## src/rtl/alu_issue_pkg.sv

```systemverilog
// ALU issue unit shared definitions: ALU op encoding, func codes
// and the func -> ALU op decode helper.
package alu_issue_pkg;

  localparam logic [3:0] ALU_SUB  = 4'b0000;
  localparam logic [3:0] ALU_ADD  = 4'b0001;
  localparam logic [3:0] ALU_AND  = 4'b0100;
  localparam logic [3:0] ALU_OR   = 4'b0101;
  localparam logic [3:0] ALU_XOR  = 4'b0110;
  localparam logic [3:0] ALU_NAND = 4'b1100;
  localparam logic [3:0] ALU_NOR  = 4'b1101;
  localparam logic [3:0] ALU_NXOR = 4'b1110;

  localparam logic [3:0] FUNC_ADD  = 4'd0;
  localparam logic [3:0] FUNC_SUB  = 4'd1;
  localparam logic [3:0] FUNC_AND  = 4'd4;
  localparam logic [3:0] FUNC_OR   = 4'd5;
  localparam logic [3:0] FUNC_XOR  = 4'd6;
  localparam logic [3:0] FUNC_NAND = 4'd8;
  localparam logic [3:0] FUNC_NOR  = 4'd9;
  localparam logic [3:0] FUNC_NXOR = 4'd10;
  localparam logic [3:0] FUNC_MVHI = 4'd15;

  typedef struct packed {
    logic [3:0] op;
    logic       is_mvhi;
    logic       illegal;
  } dec_t;

  function automatic dec_t decode_func(
    input logic [3:0] func
  );
    dec_t d;
    d.op      = ALU_ADD;
    d.is_mvhi = 1'b0;
    d.illegal = 1'b0;
    case (func)
      FUNC_ADD:  d.op = ALU_ADD;
      FUNC_SUB:  d.op = ALU_SUB;
      FUNC_AND:  d.op = ALU_AND;
      FUNC_OR:   d.op = ALU_OR;
      FUNC_XOR:  d.op = ALU_XOR;
      FUNC_NAND: d.op = ALU_NAND;
      FUNC_NOR:  d.op = ALU_NOR;
      FUNC_NXOR: d.op = ALU_NXOR;
      FUNC_MVHI: begin
        d.op      = ALU_ADD;
        d.is_mvhi = 1'b1;
      end
      default:   d.illegal = 1'b1;
    endcase
    return d;
  endfunction

endpackage

```

## src/rtl/alu_issue_decode.sv

```systemverilog
// Combinational func/operand mapping feeding the ISSUE register.
// Illegal-func trapping is enabled by ALU_ISSUE_ILLEGAL_TRAP_EN.
module alu_issue_decode
  import alu_issue_pkg::*;
#(
  parameter int DBITS     = 32,
  parameter int FUNC_BITS = 4
) (
  input  logic [FUNC_BITS-1:0] func,
  input  logic [DBITS-1:0]     opA,
  input  logic [DBITS-1:0]     opB,
  output logic [3:0]           op,
  output logic [DBITS-1:0]     a,
`ifdef ALU_ISSUE_ILLEGAL_TRAP_EN
  output logic                 err,
`endif
  output logic [DBITS-1:0]     b
);

  localparam int H = DBITS / 2;

  dec_t dec;

  // map func to ALU op; MVHI becomes 0 + (imm << DBITS/2)
  always_comb begin
    dec = decode_func(func);
    op  = dec.op;
    a   = opA;
    b   = opB;
`ifdef ALU_ISSUE_ILLEGAL_TRAP_EN
    err = 1'b0;
`endif
    unique case (1'b1)
      dec.illegal: begin
        op = ALU_ADD;
`ifdef ALU_ISSUE_ILLEGAL_TRAP_EN
        a   = '0;
        b   = '0;
        err = 1'b1;
`endif
      end
      dec.is_mvhi: begin
        a = '0;
        b = {opB[H-1:0], {H{1'b0}}};
      end
      default: ;
    endcase
  end

endmodule

```

## src/rtl/alu_issue_unit.sv

```systemverilog
// ALU issue front end: ISSUE reg -> external ALU -> RESULT reg,
// valid/ready on both sides. Optional ALU_ISSUE_ILLEGAL_TRAP_EN.
module alu_issue_unit
  import alu_issue_pkg::*;
#(
  parameter int DBITS            = 32,
  parameter int OPCODE_BIT_WIDTH = 4,
  parameter int FUNC_BITS        = 4,
  parameter int TAG_BITS         = 4
) (
  input  logic                        clk,
  input  logic                        reset_n,
  input  logic                        in_valid,
  output logic                        in_ready,
  input  logic [FUNC_BITS-1:0]        in_func,
  input  logic [DBITS-1:0]            in_opA,
  input  logic [DBITS-1:0]            in_opB,
  input  logic [TAG_BITS-1:0]         in_tag,
  output logic [OPCODE_BIT_WIDTH-1:0] aluOp,
  output logic [DBITS-1:0]            inA,
  output logic [DBITS-1:0]            inB,
  input  logic [DBITS-1:0]            outAlu,
  output logic                        out_valid,
  input  logic                        out_ready,
  output logic [DBITS-1:0]            out_result,
  output logic [TAG_BITS-1:0]         out_tag,
  output logic                        out_err
);

  logic                iss_v;
  logic                res_v;
  logic [TAG_BITS-1:0] iss_tag;
  logic [3:0]          dec_op;
  logic [DBITS-1:0]    dec_a;
  logic [DBITS-1:0]    dec_b;
  logic                accept;
  logic                res_load;

`ifdef ALU_ISSUE_ILLEGAL_TRAP_EN
  logic dec_err;
  logic iss_err;
`endif

  alu_issue_decode #(
    .DBITS     (DBITS),
    .FUNC_BITS (FUNC_BITS)
  ) u_dec (
    .func (in_func),
    .opA  (in_opA),
    .opB  (in_opB),
    .op   (dec_op),
    .a    (dec_a),
`ifdef ALU_ISSUE_ILLEGAL_TRAP_EN
    .err  (dec_err),
`endif
    .b    (dec_b)
  );

  // RESULT drains or is empty -> ISSUE can always move forward
  assign in_ready  = !iss_v || !res_v || out_ready;
  assign accept    = in_valid && in_ready;
  assign res_load  = iss_v && (!res_v || out_ready);
  assign out_valid = res_v;

  // ISSUE stage: operands held stable until the next accept
  always_ff @(posedge clk or negedge reset_n) begin
    if (!reset_n) begin
      iss_v   <= 1'b0;
      aluOp   <= '0;
      inA     <= '0;
      inB     <= '0;
      iss_tag <= '0;
    end else begin
      iss_v <= accept || (iss_v && !res_load);
      if (accept) begin
        aluOp   <= dec_op;
        inA     <= dec_a;
        inB     <= dec_b;
        iss_tag <= in_tag;
      end
    end
  end

  // RESULT stage: capture the ALU output, hold while stalled
  always_ff @(posedge clk or negedge reset_n) begin
    if (!reset_n) begin
      res_v      <= 1'b0;
      out_result <= '0;
      out_tag    <= '0;
    end else begin
      res_v <= res_load || (res_v && !out_ready);
      if (res_load) begin
        out_result <= outAlu;
        out_tag    <= iss_tag;
      end
    end
  end

`ifdef ALU_ISSUE_ILLEGAL_TRAP_EN
  // error flag travels with its op through both stages
  always_ff @(posedge clk or negedge reset_n) begin
    if (!reset_n) begin
      iss_err <= 1'b0;
      out_err <= 1'b0;
    end else begin
      if (accept)   iss_err <= dec_err;
      if (res_load) out_err <= iss_err;
    end
  end
`else
  assign out_err = 1'b0;
`endif

endmodule

```

## config.mk

```make
export PLATFORM = sky130hd
export DESIGN_NAME = alu_issue_unit
export DESIGN_NICKNAME = d
export VERILOG_FILES = /design/src/rtl/alu_issue_pkg.sv /design/src/rtl/alu_issue_decode.sv /design/src/rtl/alu_issue_unit.sv
export SDC_FILE = /design/constraint.sdc
export NUM_CORES = 1
export LEC_CHECK = 0
export ABC_AREA = 1
export CAP_MARGIN = 20
export CORE_MARGIN = 5
export CORE_UTILIZATION = 40
export CTS_CLUSTER_DIAMETER = 50
export DETAILED_ROUTE_END_ITERATION = 6
export DONT_BUFFER_PORTS = 1
export RECOVER_POWER = 100
export SETUP_SLACK_MARGIN = 0.5
export SYNTH_ARGS = -nofsm -noshare
export SYNTH_HDL_FRONTEND = slang
export SYNTH_SLANG_ARGS = --single-unit
```

## constraint.sdc

```tcl
create_clock -name clk -period 1.3 [get_ports clk]
set_clock_uncertainty 0.15 [all_clocks]
set_input_delay 0.26 -clock clk [delete_from_list [all_inputs] [get_ports clk]]
set_output_delay 0.26 -clock clk [all_outputs]
set_load 0.005 [all_outputs]
```

==> results_dict.tcl, run 1 <==
set metrics [dict create \
    n_antenna_cell 0 \
    ys_async_sr_fraction_pct 100 \
    worstPathArrival_ns 1.53 \
    fin_cells 716 \
    cts_sinks 110 \
    fin_hold_ws_ns -0.538 \
    fillers 1104 \
    root_buffer "clkbuf_16" \
    drt_wl_total_um 13200 \
    ys.flop_type "dfrtp_1" \
    port_buffers 0 \
    synth_cells 551 \
    synth_top_area_share_pct 58.3 \
    yosysSeqAreaShare_pct 58.3 \
    finalHoldViolCount 202 \
    grt_usage_pct 17.6 \
    violations "negative hold slack, negative setup slack" \
    setup_viol 110 \
    synth.most_common_cell "nand2_1" \
    p_comb_share_pct 17.2 \
    cts_tree "built" \
    crit_path_end_kind "register" \
    r2r-start "out_valid$_DFF_PN0_" \
    cp-startpoint "out_valid$_DFF_PN0_" \
    final_antenna_net_count 0 \
    dp_cells 679 \
    critPathMaxFanout 12 \
    core-area_sq_um 11500 \
    hold_path_class "primary input to asynchronous set/reset pin" \
    top_layer_used "met4" \
    via_per_inst 5.18 \
    multi_input_area_sq_um 1780 \
    wl_met1_um 5380 \
    die_area_sq_um 14100 \
    power_frac_seq_pct 53.3 \
    ys_seq_elements 110 \
    max_freq_mhz 690 \
    synthToLayoutAreaGrowth_pct 24.1 \
    p_clk_share_pct 29.6 \
    initial_core_util_pct 41.0 \
    antenna_found_initial 0 \
    avgSynthCellArea_sq_um 8.57 \
    route.met3.wl_um 1150 \
    cts_max_path_buffers 2 \
    synth_warnings 0 \
    clk_latency_ns 0.33 \
    io_pins 215 \
    grt_overflow 0 \
    yosysTopAreaCell "dfrtp_1" \
    grt_pass1_wl_um 20100 \
    drc_errors 0 \
    seq_area_sq_um 2750 \
    setup_ws_ns -0.149 \
    pre_cts_ws_ns -0.0258 \
    path_class "register to register" \
    maxCapViolCount 0 \
    drive_gt1_share_pct 19.7 \
    status "complete, but fails checks" \
    reg2reg_depth 7 \
    rows 39 \
    firstDrtPassIters 4 \
    grt_setup_unrepaired "yes" \
    grt_max_degree 111 \
    die_y_um 119 \
    netlist_area_sq_um 4720 \
    nets 676 \
    fin_crit_ns 1.45 \
    cts_made_buffers 9 \
    hpwl_um 8720 \
    drt_iter0_drc 219 \
    synth-edff-count 0 \
    vias 3712 \
    slew_violations 0 \
    ys_top_cells_by_area "dfrtp_1, nand2_1, nand3_1" \
    grt_pass1_vias 3642 \
    p_int_mw 6.02 \
    fin_crit_sh_pct 111 \
    p_sw_share_pct 29.9 \
    cp.required_ns 1.38 \
    wl_met2_um 6480 \
    gp_congestion 0.766 \
    yosysUniqueCellTypes 18 \
    syn_nets 659 \
    fp.dieW_um 119 \
    start_kind "register" \
    wire_per_inst_um 18.4 \
    ff2ff_setup_slack_ns -0.15 \
    yosys-top-cells-count "nand2_1, dfrtp_1, nand3_1" \
    r2r-end "inB[6]$_DFFE_PN0P_" \
    power.leakage_nw 3.11 \
    peakVddDrop_v 0.000810 \
    pwr_density_cell_nw_per_um2 1470 \
    path_clk_slew_ns 0.07 \
    p_switching_mw 2.57 \
    cts_max_level 3 \
]
## cell type report
class / count / share of cell area, %
Clock inverter: 7 / 0.855
Multi-Input combinational cell: 365 / 30.3
Tap cell: 143 / 3.05
Inverter: 43 / 3.05
Timing Repair Buffer: 38 / 11.7
Sequential cell: 110 / 47.0
Clock buffer: 9 / 3.85
Timing Repair inverter: 1 / 0.150
## how the worst max path moves through the flow
stage / to / slack (ns) / cells past startpoint
2_1_floorplan: iss_tag[1]$_DFFE_PN0P_ / 0.09 / 7
3_5_place_dp: aluOp[2]$_DFFE_PN0P_ / -0.03 / 4
3_3_place_gp: aluOp[1]$_DFFE_PN0P_ / 0.04 / 4
5_1_grt: inB[15]$_DFFE_PN0P_ / -0.20 / 7
4_1_cts: out_valid / -0.14 / 2
6_report: inB[6]$_DFFE_PN0P_ / -0.15 / 7
## timing repair
item                                   in CTS  in global routing
setup endpoints to repair                 216                216
endpoints found under the hold margin     211                196
pin swaps                                   1                  5
cloned                                      3                 12
setup buffers                               3                  3
gates resized for setup                    18                 26
## per-stage QoR
step	area, sq um	util, %	total power [mW]	TNS, ns
after floorplan	4890	-	5.36	0
after global placement	5060	44.0	5.72	0
after detailed placement	5060	44.0	5.78	-0.0539
after CTS	5510	47.9	8.48	-9.26
after global routing	5860	50.9	9.09	-17.38
final	5860	50.9	8.58	-9.80
## registers in the layout (all words and copies together) (netlist names)
| name | cells |
|---|---|
| iss_tag | 4 |
| aluOp | 4 |
| out_result | 32 |
| out_tag | 4 |
| inB | 32 |
| out_valid | 1 |
| inA | 32 |
| iss_v | 1 |
## cells by family (layout without fill, tap and decap cells)
logic type	after synthesis	after routing	share of synthesized area, %
simple gates	352	352	31.5
flops	110	110	58.3
buf+inv	76	98	8.80
compound gates	12	12	1.27
other cells	1	1	0.0795
## layout by cell type (no fill, tap or decap), drive strengths merged
| master | n |
|---|---|
| buf | 29 |
| clkbuf | 18 |
| dfrtp | 110 |
| inv | 45 |
| o21ai | 12 |
| clkinv | 3 |
| conb | 1 |
| nand3 | 100 |
| nand2 | 246 |
| clkinvlp | 3 |
| nor2 | 6 |
## power by group through the flow
stage | combinational (mW) | clock (mW) | sequential (mW)
after global placement | 1.09 | 0 | 4.63
after floorplan | 0.921 | 0 | 4.44
after global routing | 1.67 | 2.76 | 4.65
final | 1.47 | 2.54 | 4.57
after CTS | 1.27 | 2.63 | 4.58
after detailed placement | 1.15 | 0 | 4.62
## critical path, cell delays in order (launching register included)
cell and delay, ns:
dfrtp_1 0.42, nand3_4 0.11, buf_6 0.11, nand2_8 0.10, buf_12 0.16, clkbuf_16 0.17, nand2_1 0.06, nand2_1 0.05
## routing by layer
metal | vias up | global-route usage, %
li1 | 1746 | -
met1 | 1801 | 22.4
met2 | 151 | 28.2
met3 | 14 | 6.06
met4 | 0 | 5.58
met5 | - | 0
No activity file was read; power rests on OpenSTA's default activity.
==> inputs of run 2 (changes only) <==
ABC_AREA = default   (was 1)
==> results_dict.tcl, run 2 <==
set metrics [dict create \
    status "complete, but fails checks" \
    violations "negative hold slack, negative setup slack" \
    fillers 988 \
    fin_hold_ws_ns -0.547 \
    grt_setup_unrepaired "yes" \
    avgSynthCellArea_sq_um 11.6 \
    power.leakage_nw 2.74 \
    fin_crit_sh_pct 118 \
    grt_pass1_vias 3434 \
    drt_iter0_drc 170 \
    ys.flop_type "dfrtp_1" \
    path_class "register to primary output" \
    firstDrtPassIters 4 \
    hold_path_class "primary input to asynchronous set/reset pin" \
    grt_max_degree 111 \
    rows 39 \
    finalHoldViolCount 212 \
    cts_tree "built" \
    port_buffers 0 \
    synth-edff-count 0 \
    ys_async_sr_fraction_pct 100 \
    yosysTopAreaCell "dfrtp_1" \
    die_y_um 117 \
    p_clk_share_pct 31.9 \
    vias 3186 \
    critPathMostFrequentCell "buf_12" \
    fin_cells 568 \
    maxCapViolCount 0 \
    n_antenna_cell 0 \
    synth_cells 395 \
    cts_sinks 110 \
    yosysUniqueCellTypes 23 \
    root_buffer "clkbuf_16" \
    reg_top3 "inA (32), inB (32), out_result (32)" \
    grt_overflow 0 \
    critPathMaxFanout 6 \
    ys_seq_elements 110 \
    synthToLayoutAreaGrowth_pct 30.2 \
    cp.required_ns 0.89 \
    dp_cells 526 \
    worst_path_largest_cell_delay_ns 0.39 \
    crit_path_end_kind "primary output" \
    io_pins 215 \
    grt_usage_pct 18.7 \
    yosys-top-cells-count "dfrtp_1, inv_1, nand4_1" \
    syn_nets 503 \
    cts_max_path_buffers 2 \
    start_kind "register" \
    core-area_sq_um 11300 \
    max_freq_mhz 654 \
    cp_cell_sequence "nand3b_4, buf_12, buf_12" \
    synth_warnings 0 \
    gp_congestion 0.737 \
    slew_violations 0 \
    setup_viol 110 \
    final_antenna_net_count 0 \
    drc_errors 0 \
    crit_family "flip-flops" \
    p_sw_share_pct 26.2 \
    via_per_inst 5.61 \
    drt_wl_total_um 12800 \
    setup_ws_ns -0.230 \
    yosysSeqAreaShare_pct 60.2 \
    synth.most_common_cell "dfrtp_1" \
    pwr_density_cell_nw_per_um2 1430 \
    p_int_mw 6.29 \
    fp.dieW_um 117 \
    worstPathArrival_ns 1.12 \
    cpMaxStageDelayCell "dfrtp_1" \
    path_clk_slew_ns 0.06 \
    wire_per_inst_um 22.5 \
    ys_top_cells_by_area "dfrtp_1, mux2_2, nand4_1" \
    grt_pass1_wl_um 18900 \
    hpwl_um 8040 \
    die_area_sq_um 13700 \
    cts_made_buffers 9 \
    fin_crit_ns 1.53 \
    clk_latency_ns 0.36 \
    cts_max_level 3 \
    drive_gt1_share_pct 37.9 \
    synth_top_area_share_pct 60.2 \
    nets 528 \
    netlist_area_sq_um 4570 \
    initial_core_util_pct 40.4 \
    peakVddDrop_v 0.00113 \
    antenna_found_initial 0 \
    crit_buf_inv 2 \
    final_cell_mix "dfrtp_1, inv_1, nand4_1" \
    p_comb_share_pct 16.6 \
    power_frac_seq_pct 51.5 \
    p_switching_mw 2.24 \
    layout_commonest_cell "dfrtp_1" \
]
[run 2: worst paths after layout]
kind                       cells after the start                      to                    from  slack [ns]
max                                            3                in_ready         iss_v$_DFF_PN0_       -0.23
min reg2reg                                    1  iss_tag[3]$_DFFE_PN0P_  iss_tag[3]$_DFFE_PN0P_        0.36
max in group asynchronous                      0     inA[20]$_DFFE_PN0P_                 reset_n        1.30
min in group clk                               2     inB[13]$_DFFE_PN0P_              in_opB[13]       -0.12
min                                            0     inA[11]$_DFFE_PN0P_                 reset_n       -0.55
max reg2reg                                    6     inB[31]$_DFFE_PN0P_         iss_v$_DFF_PN0_       -0.19
[run 2: timing repair]
item / in CTS / in global routing
pin swaps: 7 / 8
endpoints found under the hold margin: 212 / 212
endpoints found under the setup margin: 216 / 216
gates resized for setup: 101 / 11
gates cloned: 10 / 2
buffers inserted: 12 / 2
[run 2: stage by stage]
step	util (%)	setup slack [ns]	instance area, sq um	power, mW	TNS (ns)
6_report	52.6	-0.230	5950	8.53	-15.57
5_1_grt	52.6	-0.295	5950	8.93	-22.95
4_1_cts	51.5	-0.241	5830	8.57	-15.08
3_5_place_dp	43.4	-0.223	4910	5.40	-12.78
3_3_place_gp	43.4	-0.140	4910	5.36	-9.20
2_1_floorplan	-	-0.148	4670	5.08	-7.59
[run 2: metal layers]
metal  vias up  global-route usage, %  part of all wire, %
met3        16                   7.76                   11
met2       153                   30.2                   49
met1      1593                   22.1                   37
met4         0                   7.65                  2.0
met5         -                      0                    0
li1       1424                      -                    -
[run 2: logic make-up after synthesis]
logic type | after synthesis | synth area share, %
xor gates and xnor gates | 1 | 0.192
other | 1 | 0.0820
and+or+nand+nor | 58 | 8.26
muxes | 59 | 14.4
DFF | 110 | 60.2
buffers and inverters | 82 | 7.58
AOI/OAI and AO/OA | 84 | 9.28
[run 2: layout make-up]
type | count | area (sq um) | share of cell area, %
Inverter | 49 | 184 | 3.09
Sequential cell | 110 | 2750 | 46.2
Tap cell | 143 | 179 | 3.00
Multi-Input combinational cell | 203 | 1750 | 29.4
Clock inverter | 2 | 13.8 | 0.231
Timing Repair Buffer | 47 | 791 | 13.3
Clock buffer | 14 | 284 | 4.77
[run 2: power groups by stage]
stage | sequential, mW | combinational (mW) | clock (mW)
2_1_floorplan | 4.30 | 0.777 | 0
3_3_place_gp | 4.45 | 0.905 | 0
3_5_place_dp | 4.45 | 0.949 | 0
4_1_cts | 4.41 | 1.35 | 2.81
5_1_grt | 4.47 | 1.54 | 2.92
6_report | 4.39 | 1.42 | 2.72
